$ cat config.mk
export PLATFORM = sky130hd
export DESIGN_NAME = cdb_arbiter_flat
export DESIGN_NICKNAME = d
export VERILOG_FILES = /design/src/rtl/cdb_arbiter_if.sv /design/src/rtl/cdb_arbiter.sv /design/src/flat_wrapper.sv
export SDC_FILE = /design/constraint.sdc
export NUM_CORES = 1
export LEC_CHECK = 0
export CAP_MARGIN = 0
export CELL_PAD_IN_SITES_DETAIL_PLACEMENT = 0
export CELL_PAD_IN_SITES_GLOBAL_PLACEMENT = 2
export CORE_MARGIN = 2
export CORE_UTILIZATION = 36
export CTS_CLUSTER_SIZE = 25
export DETAILED_ROUTE_END_ITERATION = 10
export PLACE_DENSITY = 0.85
export SLEW_MARGIN = 20
export SYNTH_ARGS = -nofsm -noshare
export SYNTH_HDL_FRONTEND = slang
export SYNTH_SLANG_ARGS = --single-unit
$ cat constraint.sdc
create_clock -name clk -period 18.4 [get_ports clk]
set_input_delay 3.68 -clock clk [delete_from_list [all_inputs] [get_ports clk]]
set_output_delay 3.68 -clock clk [all_outputs]
set_load 0.05 [all_outputs]
$ cat src/rtl/cdb_arbiter_if.sv
// Bundle for the four execution-unit result ports and the common data bus broadcast.
// master = producer/consumer side (units and CDB listeners), slave = the arbiter.
interface cdb_arbiter_if;
  logic [3:0]   src_valid;
  logic [3:0]   src_ready;
  logic [127:0] src_data;
  logic [23:0]  src_tag;
  logic [3:0]   src_branch;
  logic [3:0]   src_branch_taken;
  logic [31:0]  cdb_data;
  logic [5:0]   cdb_tag;
  logic         cdb_valid;
  logic         cdb_branch;
  logic         cdb_branch_taken;

  modport master (
    output src_valid,
    output src_data,
    output src_tag,
    output src_branch,
    output src_branch_taken,
    input  src_ready,
    input  cdb_data,
    input  cdb_tag,
    input  cdb_valid,
    input  cdb_branch,
    input  cdb_branch_taken
  );

  modport slave (
    input  src_valid,
    input  src_data,
    input  src_tag,
    input  src_branch,
    input  src_branch_taken,
    output src_ready,
    output cdb_data,
    output cdb_tag,
    output cdb_valid,
    output cdb_branch,
    output cdb_branch_taken
  );
endinterface

$ cat src/rtl/cdb_arbiter.sv
// CDB arbiter: one holding slot per execution unit, one registered broadcast per cycle.
// Define CDB_ARB_RR_EN for round-robin arbitration; default is fixed div > mult > ldst > int.
module cdb_arbiter (
  input logic         clk,
  input logic         rst,
  input logic         flush,
  cdb_arbiter_if.slave bus
);

  localparam int unsigned NumSrc = 4;
  localparam int unsigned DataW  = 32;
  localparam int unsigned TagW   = 6;

  logic [NumSrc-1:0]            hold_valid_q, hold_valid_d;
  logic [NumSrc-1:0][DataW-1:0] hold_data_q, hold_data_d;
  logic [NumSrc-1:0][TagW-1:0]  hold_tag_q, hold_tag_d;
  logic [NumSrc-1:0]            hold_br_q, hold_br_d;
  logic [NumSrc-1:0]            hold_tk_q, hold_tk_d;

  logic [NumSrc-1:0] grant_raw;
  logic [NumSrc-1:0] grant;
  logic [1:0]        grant_idx;
  logic [NumSrc-1:0] ready;
  logic [NumSrc-1:0] capture;

  logic [DataW-1:0] cdb_data_q, cdb_data_d;
  logic [TagW-1:0]  cdb_tag_q, cdb_tag_d;
  logic             cdb_valid_q, cdb_valid_d;
  logic             cdb_br_q, cdb_br_d;
  logic             cdb_tk_q, cdb_tk_d;

`ifdef CDB_ARB_RR_EN
  logic [1:0] rr_ptr_q;
  logic [1:0] rr_idx;

  // Search starts one past the last winner; k = 4 wraps back to the pointer itself.
  always_comb begin
    grant_raw = '0;
    rr_idx    = '0;
    for (int k = 1; k <= 4; k++) begin
      rr_idx = rr_ptr_q + k[1:0];
      if (grant_raw == '0 && hold_valid_q[rr_idx]) begin
        grant_raw[rr_idx] = 1'b1;
      end
    end
  end

  always_ff @(posedge clk or posedge rst) begin
    if (rst) begin
      rr_ptr_q <= 2'd3;
    end else if (grant != '0) begin
      rr_ptr_q <= grant_idx;
    end
  end
`else
  // Longest-latency unit first.
  always_comb begin
    grant_raw = '0;
    if (hold_valid_q[3]) begin
      grant_raw[3] = 1'b1;
    end else if (hold_valid_q[2]) begin
      grant_raw[2] = 1'b1;
    end else if (hold_valid_q[1]) begin
      grant_raw[1] = 1'b1;
    end else if (hold_valid_q[0]) begin
      grant_raw[0] = 1'b1;
    end
  end
`endif

  // grant_raw is a function of registers only, so src_valid never reaches src_ready.
  assign grant = grant_raw & {NumSrc{~flush}};
  assign ready = {NumSrc{~flush}} & (~hold_valid_q | grant_raw);
  assign bus.src_ready = ready;

  always_comb begin
    grant_idx = '0;
    for (int i = 0; i < NumSrc; i++) begin
      if (grant_raw[i]) begin
        grant_idx = i[1:0];
      end
    end
  end

  always_comb begin
    hold_valid_d = hold_valid_q;
    hold_data_d  = hold_data_q;
    hold_tag_d   = hold_tag_q;
    hold_br_d    = hold_br_q;
    hold_tk_d    = hold_tk_q;
    capture      = '0;
    for (int i = 0; i < NumSrc; i++) begin
      capture[i] = bus.src_valid[i] & ready[i];
      if (flush) begin
        hold_valid_d[i] = 1'b0;
      end else if (capture[i]) begin
        hold_valid_d[i] = 1'b1;
        hold_data_d[i]  = bus.src_data[32*i +: 32];
        hold_tag_d[i]   = bus.src_tag[6*i +: 6];
        hold_br_d[i]    = bus.src_branch[i];
        hold_tk_d[i]    = bus.src_branch_taken[i];
      end else if (grant[i]) begin
        hold_valid_d[i] = 1'b0;
      end
    end
  end

  always_comb begin
    cdb_valid_d = 1'b0;
    cdb_data_d  = '0;
    cdb_tag_d   = '0;
    cdb_br_d    = 1'b0;
    cdb_tk_d    = 1'b0;
    if (grant != '0) begin
      cdb_valid_d = 1'b1;
      cdb_data_d  = hold_data_q[grant_idx];
      cdb_tag_d   = hold_tag_q[grant_idx];
      cdb_br_d    = hold_br_q[grant_idx];
      cdb_tk_d    = hold_tk_q[grant_idx];
    end
  end

  always_ff @(posedge clk or posedge rst) begin
    if (rst) begin
      hold_valid_q <= '0;
      hold_data_q  <= '0;
      hold_tag_q   <= '0;
      hold_br_q    <= '0;
      hold_tk_q    <= '0;
    end else begin
      hold_valid_q <= hold_valid_d;
      hold_data_q  <= hold_data_d;
      hold_tag_q   <= hold_tag_d;
      hold_br_q    <= hold_br_d;
      hold_tk_q    <= hold_tk_d;
    end
  end

  always_ff @(posedge clk or posedge rst) begin
    if (rst) begin
      cdb_valid_q <= 1'b0;
      cdb_data_q  <= '0;
      cdb_tag_q   <= '0;
      cdb_br_q    <= 1'b0;
      cdb_tk_q    <= 1'b0;
    end else begin
      cdb_valid_q <= cdb_valid_d;
      cdb_data_q  <= cdb_data_d;
      cdb_tag_q   <= cdb_tag_d;
      cdb_br_q    <= cdb_br_d;
      cdb_tk_q    <= cdb_tk_d;
    end
  end

  assign bus.cdb_valid        = cdb_valid_q;
  assign bus.cdb_data         = cdb_data_q;
  assign bus.cdb_tag          = cdb_tag_q;
  assign bus.cdb_branch       = cdb_br_q;
  assign bus.cdb_branch_taken = cdb_tk_q;

endmodule

$ cat src/flat_wrapper.sv
// flat-port wrapper written by rule: the top's interface ports become plain ports
module cdb_arbiter_flat 
  (clk, rst, flush, bus_src_valid, bus_src_data, bus_src_tag, bus_src_branch, bus_src_branch_taken, bus_src_ready, bus_cdb_data, bus_cdb_tag, bus_cdb_valid, bus_cdb_branch, bus_cdb_branch_taken);
  cdb_arbiter_if bus_i ();
  input logic clk;
  input logic rst;
  input logic flush;
  input wire logic [$bits(bus_i.src_valid)-1:0] bus_src_valid;
  input wire logic [$bits(bus_i.src_data)-1:0] bus_src_data;
  input wire logic [$bits(bus_i.src_tag)-1:0] bus_src_tag;
  input wire logic [$bits(bus_i.src_branch)-1:0] bus_src_branch;
  input wire logic [$bits(bus_i.src_branch_taken)-1:0] bus_src_branch_taken;
  output wire logic [$bits(bus_i.src_ready)-1:0] bus_src_ready;
  output wire logic [$bits(bus_i.cdb_data)-1:0] bus_cdb_data;
  output wire logic [$bits(bus_i.cdb_tag)-1:0] bus_cdb_tag;
  output wire logic [$bits(bus_i.cdb_valid)-1:0] bus_cdb_valid;
  output wire logic [$bits(bus_i.cdb_branch)-1:0] bus_cdb_branch;
  output wire logic [$bits(bus_i.cdb_branch_taken)-1:0] bus_cdb_branch_taken;
  assign bus_i.src_valid = bus_src_valid;
  assign bus_i.src_data = bus_src_data;
  assign bus_i.src_tag = bus_src_tag;
  assign bus_i.src_branch = bus_src_branch;
  assign bus_i.src_branch_taken = bus_src_branch_taken;
  assign bus_src_ready = bus_i.src_ready;
  assign bus_cdb_data = bus_i.cdb_data;
  assign bus_cdb_tag = bus_i.cdb_tag;
  assign bus_cdb_valid = bus_i.cdb_valid;
  assign bus_cdb_branch = bus_i.cdb_branch;
  assign bus_cdb_branch_taken = bus_i.cdb_branch_taken;
  cdb_arbiter u_core (.clk(clk), .rst(rst), .flush(flush), .bus(bus_i));
endmodule
[Yosys cells after proc, flatten, opt, wreduce, memory -nomap -nowiden]
Cells that the tools add are included.
Operators by class
  reductions and logical operators: 9
  bitwise logic cells: 9
  order comparisons: 1
  mux-type cells: 35
Operators by type and width (number)
  32-bit binary-select mux with 2-bit select: 1
  32-bit 2-to-1 mux: 2
  1-bit 2-to-1 mux: 23
  6-bit binary-select mux with 2-bit select: 1
  6-bit 2-to-1 mux: 2
  3-bit nonzero test: 4
  4-bit bitwise AND: 2
  2-bit AND reduction: 4
  2-bit 2-to-1 mux: 3
  1-bit bitwise AND: 4
  1-bit binary-select mux with 2-bit select: 2
  4-bit NOT: 1
  4-bit OR: 1
  4-bit nonzero test: 1
  2-bit by 3-bit less-than comparator with 1-bit output (second input constant): 1
  3-bit 2-to-1 mux: 1
  1-bit NOT: 1
Storage, ports and cells
  input port bits: 167
  output and inout bits: 45
  word-level logic and storage cells: 79
  register bits after elaboration: 205

[Depth between registers and ports, before layout]
Gate-level depths: netlist (run 1).
  depth after elaboration: 10
  depth in mapped cells: 5
  gate-level depth less buffers: 3

[Worst setup path after synthesis (run 1)]
OpenSTA, ideal clock, no wires.
  path type: in2out
  start point: in flush
  end point: out bus_src_ready[2]
  buffers on the path: 1
  arrival time: 4.647 ns
  setup slack: 10.073 ns
  data required time: 14.720 ns
  cell stages on the path: 2
  cells stage by stage: buf_2 a21oi_1
Between the ends
  cells in the longest elaborated chain, start to end: 2
Ends and longest elaborated chain
  from (decl): RTL line flat_wrapper.sv:7  | input logic flush;
  1-bit NOT (no source line)
  4-bit bitwise AND: RTL line cdb_arbiter.sv:73  | assign ready = {NumSrc{~flush}} & (~hold_valid_q | grant_raw);
  to (decl): RTL line flat_wrapper.sv:13  | output wire logic [$bits(bus_i.src_ready)-1:0] bus_src_ready;
No other way between the ends.

[Worst setup path after layout (run 1)]
Ends and elaborated chain as after synthesis.

==> results of run 1 <==
==> state kept, by name, indices dropped and copies added (netlist names), 4 cells and up <==
name,flops
u_core.bus.cdb_data,32
u_core.hold_valid_q,4
u_core.hold_data_q,128
u_core.hold_tk_q,4
u_core.hold_tag_q,24
u_core.bus.cdb_tag,6
u_core.hold_br_q,4
==> placed cells by master (no fill, tap or decap), types with 3 or more instances in the layout <==
cell type        count
a2111oi_0           36
a211oi_1             4
a21oi_1              4
buf_4                6
clkbuf_1             3
clkbuf_16           23
clkbuf_8            10
clkdlybuf4s50_1    211
clkinv_2             4
dfrtp_1            202
dfrtp_2              3
inv_1                3
mux2_1               3
mux2_2             157
mux2i_1             40
nor2_1              40
nor3b_1             36
o22ai_1              4
==> critical path: stages <==
cell	delay, ns
clkdlybuf4s50_1	0.61
a21oi_1	0.35
clkdlybuf4s50_1	0.87
==> area by class of cell <==
cell class,instances,area [sq um],share of cell area (%)
clock buffers,36,724,6.24
clock inverters,5,28.8,0.248
inverters,5,26.3,0.226
multi-input cells,334,3130,26.9
flip-flops and latches,205,5130,44.2
well taps,319,399,3.44
repair buffers,218,2170,18.7
==> synth_stat cells, types with 4 or more instances <==
cell type  instances
buf_2             23
nor2_1            41
nor3b_1           36
dfrtp_1          205
inv_1              5
a2111oi_0         36
o22ai_1            4
a211oi_1           4
buf_6              4
clkbuf_1          14
a21oi_1            4
mux2_2           157
mux2i_1           40
==> final timing paths <==
check / to
max in group asynchronous: u_core.hold_valid_q[3]
min in group asynchronous: u_core.hold_data_q[47]
worst min-delay path: u_core.hold_data_q[26]
worst max-delay path: bus_src_ready[2]
worst min register to register: u_core.hold_data_q[26]
worst max register to register: u_core.bus.cdb_data[26]
==> metrics by stage <==
| stage | utilization, % | cell area [sq um] | hold slack, ns | worst slack (ns) |
|---|---|---|---|---|
| final | 49.9 | 11600 | 0.485 | 9.20 |
| after global routing | 49.9 | 11600 | 0.505 | 9.12 |
| after CTS | 49.8 | 11600 | 0.489 | 9.28 |
| after detailed placement | 46.6 | 10800 | 0.476 | 9.29 |
| after global placement | 46.6 | 10800 | 0.480 | 9.32 |
| after floorplan | - | 8460 | 0.457 | 9.12 |
==> routing by layer <==
| metal | routed length (microns) | GRT usage [%] |
|---|---|---|
| met5 | 0 | 0 |
| met4 | 502 | 4.46 |
| met3 | 1260 | 4.54 |
| met2 | 10300 | 29.4 |
| met1 | 9740 | 23.5 |
==> cell families after synthesis <==
| group | synth area share, % |
|---|---|
| compound gates | 4.87 |
| simple gates | 5.56 |
| mux | 26.0 |
| buf+inv | 2.91 |
| flops | 60.6 |
==> power by group through the flow <==
stage / clock, mW / combinational (mW) / sequential (mW)
CTS: 0.461 / 0.227 / 0.559
floorplan: 0 / 0.107 / 0.590
global route: 0.480 / 0.240 / 0.568
detailed placement: 0 / 0.226 / 0.567
finish: 0.447 / 0.223 / 0.559
global placement: 0 / 0.220 / 0.563
==> flow_summary.toml, run 1 <==
[power_and_ir_drop]
power_frac_comb_pct = 18.1
p_sw_mw = 0.323
ir_drop_uv = 53.0
p_leak_nw = 4.74
p_per_area_mw_per_mm2 = 106
total_power_mw = 1.23
seqPwrFrac_pct = 45.5
clkPwrFrac_pct = 36.4
internal-power_mw = 0.906
p_sw_share_pct = 26.3

[timing]
skew_ns = 0.0219
worst_pin_slew_ns = 1.09
max_freq_ghz = 0.109
timing.slew.headroom_pct = 26.9
rsz0062_at_grt = "no"
final_max_slew_viol_count = 0
fin_crit_ns = 9.20
hold_viol_final = 0
finalCritPeriodShare_pct = 50.0
setup_viol_count_final = 0
finalSetupTns_ns = 0

[layout]
fill_cells = 2051
insertedDiodeCount = 0
syn_to_final_growth_pct = 37.2
finalNonFillerCells = 1122
drive_gt1_share_pct = 26.7
fin_nets = 954

[clock_tree]
ctsHoldBuffers = 0
cts_setup_buffers = 0
insertion_delay_ns = 0.51
cts.htree.levels = 1
tritoncts = "yes"
cts_num_sinks = 205
cts_root_buf = "clkbuf_16"
cts_made_buffers = 23
clkSlewWorstSetupHoldPaths_ns = 0.06
cts_resized = 0
clk_path_buf_depth = 3

[run]
cap_violations = 0

[placed_design]
hpwl_mm = 13.5
place_congestion = 0.764
port_buffers = 211
dpl.cell_count = 1080

[floorplanning]
initial_core_util_pct = 36.4
coreArea_sq_mm = 0.0233
dieArea_sq_mm = 0.0247
num_rows = 56
ioPinCount = 212
die_h_microns = 157
die_w_microns = 157

[detailed_routing]
firstDrtPassIters = 6
drt-initial-drc-count = 250
vias_per_cell = 4.95
drt_wl_total_mm = 21.9
routedWlPerCell_microns = 19.5
vias = 5554
final_antenna_net_count = 0
drc = 0

[worst_setup_path]
cp-start-kind = "input pin"
reg2reg_depth = 4
worst_ep_required_time_ns = 14.72
worstSetupStartpoint = "flush"
critPathArrivalTime_ns = 5.52
critPathKind = "in2out"
r2r_start = "u_core.hold_valid_q[3]"
endpoint_kind = "output port"
r2r_slack_ns = 15.56
path_max_fanout = 9

[synth]
avgSynthCellArea_sq_um = 14.4
synthFlopType = "dfrtp_1"
synth_edf_count = 0
synth_cell_type_count = 24
syn-num-nets = 755
yosysWarnings = 0
synth_top_area_cell = "dfrtp_1"
synth.area.top_cells = "dfrtp_1, mux2_2, mux2i_1"
synthArstFlopShare_pct = 100
ys_seq_elements = 205
yosysSeqAreaShare_pct = 60.6
syn_inst = 588
synth.top_cell.area_share_pct = 60.6
synth_area_sq_mm = 0.00846

[grt]
grt_max_degree = 132
gr-usage-all-layers_pct = 17.8
antenna_found_initial = 0
first_global_vias = 6291
grt_pass1_wl_mm = 34.0
overflow = 0

[outcome]
outcome = "finished clean"

[hold_path]
hold_path_class = "reg2reg"
hold_path_depth = 1
worstHoldStart = "u_core.hold_data_q[26]"
(Power assumes the default switching activity.)
==> run 2, diff against run 1 <==
--- a/config.mk
+++ b/config.mk
@@ -9,10 +9,10 @@
 export CELL_PAD_IN_SITES_DETAIL_PLACEMENT = 0
 export CELL_PAD_IN_SITES_GLOBAL_PLACEMENT = 2
 export CORE_MARGIN = 2
-export CORE_UTILIZATION = 36
+export CORE_UTILIZATION = 33
 export CTS_CLUSTER_SIZE = 25
 export DETAILED_ROUTE_END_ITERATION = 10
-export PLACE_DENSITY = 0.85
+export PLACE_DENSITY = 0.79
 export SLEW_MARGIN = 20
 export SYNTH_ARGS = -nofsm -noshare
 export SYNTH_HDL_FRONTEND = slang
==> constraint.sdc (replaced) <==
create_clock -name clk -period 8.5 [get_ports clk]
set_input_delay 1.7 -clock clk [delete_from_list [all_inputs] [get_ports clk]]
set_output_delay 1.7 -clock clk [all_outputs]
set_load 0.05 [all_outputs]
==> flow_summary.toml, run 2 (same netlist as run 1, synthesis figures left out) <==
[layout]
final_common_cell = "clkdlybuf4s50_1"
fin_area_sq_mm = 0.0117
max_flop_register = "u_core.hold_data_q"
final_cell_mix = "clkdlybuf4s50_1, dfrtp_1, mux2_2"
fin_util_pct = 46.7
drive_gt1_share_pct = 27.0
syn_to_final_growth_pct = 38.8
insertedDiodeCount = 0
fin_nets = 956
largest_reg_flops = 128
finalNonFillerCells = 1137

[clock_tree]
ctsHoldBuffers = 0
cts_made_buffers = 24
clkSlewWorstSetupHoldPaths_ns = 0.05
cts_setup_buffers = 0
cts_num_sinks = 205
tritoncts = "yes"
cts_resized = 0
cts.htree.levels = 1
cts_root_buf = "clkbuf_16"
insertion_delay_ns = 0.51
clk_path_buf_depth = 3

[detailed_routing]
firstDrtPassIters = 4
drt_wl_total_mm = 22.0
vias_per_cell = 4.95
vias = 5631
final_antenna_net_count = 0
routedWlPerCell_microns = 19.4
drc = 0
drt-initial-drc-count = 221

[timing]
max_freq_ghz = 0.190
timing.slew.headroom_pct = 32.3
finalCritPeriodShare_pct = 61.8
worst_pin_slew_ns = 1.01
fin_crit_ns = 5.25
hold_viol_final = 0
skew_ns = 0.00934
finalSetupTns_ns = 0
rsz0062_at_grt = "no"
final_max_slew_viol_count = 0
setup_viol_count_final = 0

[worst_setup_path]
path_max_fanout = 9
worst_ep_required_time_ns = 6.80
cp-start-kind = "input pin"
critPathKind = "in2out"
endpoint_kind = "output port"
critPathArrivalTime_ns = 3.55

[placed_design]
port_buffers = 211
placed_area_sq_mm = 0.0109
place_congestion = 0.759
dpl.cell_count = 1091
hpwl_mm = 13.7

[run]
cap_violations = 0

[grt]
grt_pass1_wl_mm = 34.0
antenna_found_initial = 0
overflow = 0
gr-usage-all-layers_pct = 16.4
first_global_vias = 6277
grt_max_degree = 126

[power_and_ir_drop]
total_power_mw = 2.77
ir_drop_uv = 149
p_leak_nw = 4.80
p_per_area_mw_per_mm2 = 235

[floorplanning]
initial_core_util_pct = 33.6
ioPinCount = 212
die_h_microns = 164
die_w_microns = 164
num_rows = 58
coreArea_sq_mm = 0.0252
dieArea_sq_mm = 0.0269

[hold_path]
hold_path_class = "reg2reg"

[outcome]
outcome = "finished clean"
run 2: layout make-up:
| class | count | area, sq um |
|---|---|---|
| Fill cell | 2241 | 13400 |
| Clock inverter | 7 | 88.8 |
| Sequential cell | 205 | 5130 |
| Timing Repair Buffer | 219 | 2200 |
| Tap cell | 330 | 413 |
| Inverter | 5 | 26.3 |
| Clock buffer | 37 | 761 |
| Multi-Input combinational cell | 334 | 3130 |
run 2: worst paths after layout:
kind                       slack, ns                   start                endpoint  cells after the start
min in group asynchronous       1.78                     rst   u_core.hold_data_q[4]                      2
max in group asynchronous       5.51                     rst  u_core.hold_data_q[56]                      3
min reg2reg                     0.49  u_core.hold_data_q[24]  u_core.hold_data_q[24]                      1
min                             0.49  u_core.hold_data_q[24]  u_core.hold_data_q[24]                      1
max reg2reg                     5.82  u_core.hold_valid_q[1]  u_core.hold_data_q[51]                      5
max                             3.25                   flush        bus_src_ready[2]                      3
run 2: layer usage:
layer  part of all wire [%]  track usage (%)  vias up
li1                       -                -     2549
met1                     43             21.3     2856
met2                     47             26.7      182
met3                    7.6             4.42       44
met4                    2.6             5.18        0
met5                      0                0        -
run 2: worst max-delay path: stages:
cell	delay [ns]
clkdlybuf4s50_1	0.62
a21oi_1	0.36
clkdlybuf4s50_1	0.87
run 2: power by group:
part           internal [mW]  switching [mW]
registers               1.13          0.0804
clock network          0.674           0.398
logic                  0.254           0.232
total                   2.06           0.710
run 2: stage by stage:
stage / setup WS, ns / hold slack [ns]
final: 3.25 / 0.491
after floorplan: 1.20 / 0.457
after global routing: 3.19 / 0.515
after detailed placement: 3.35 / 0.481
after global placement: 3.38 / 0.473
after CTS: 3.34 / 0.494
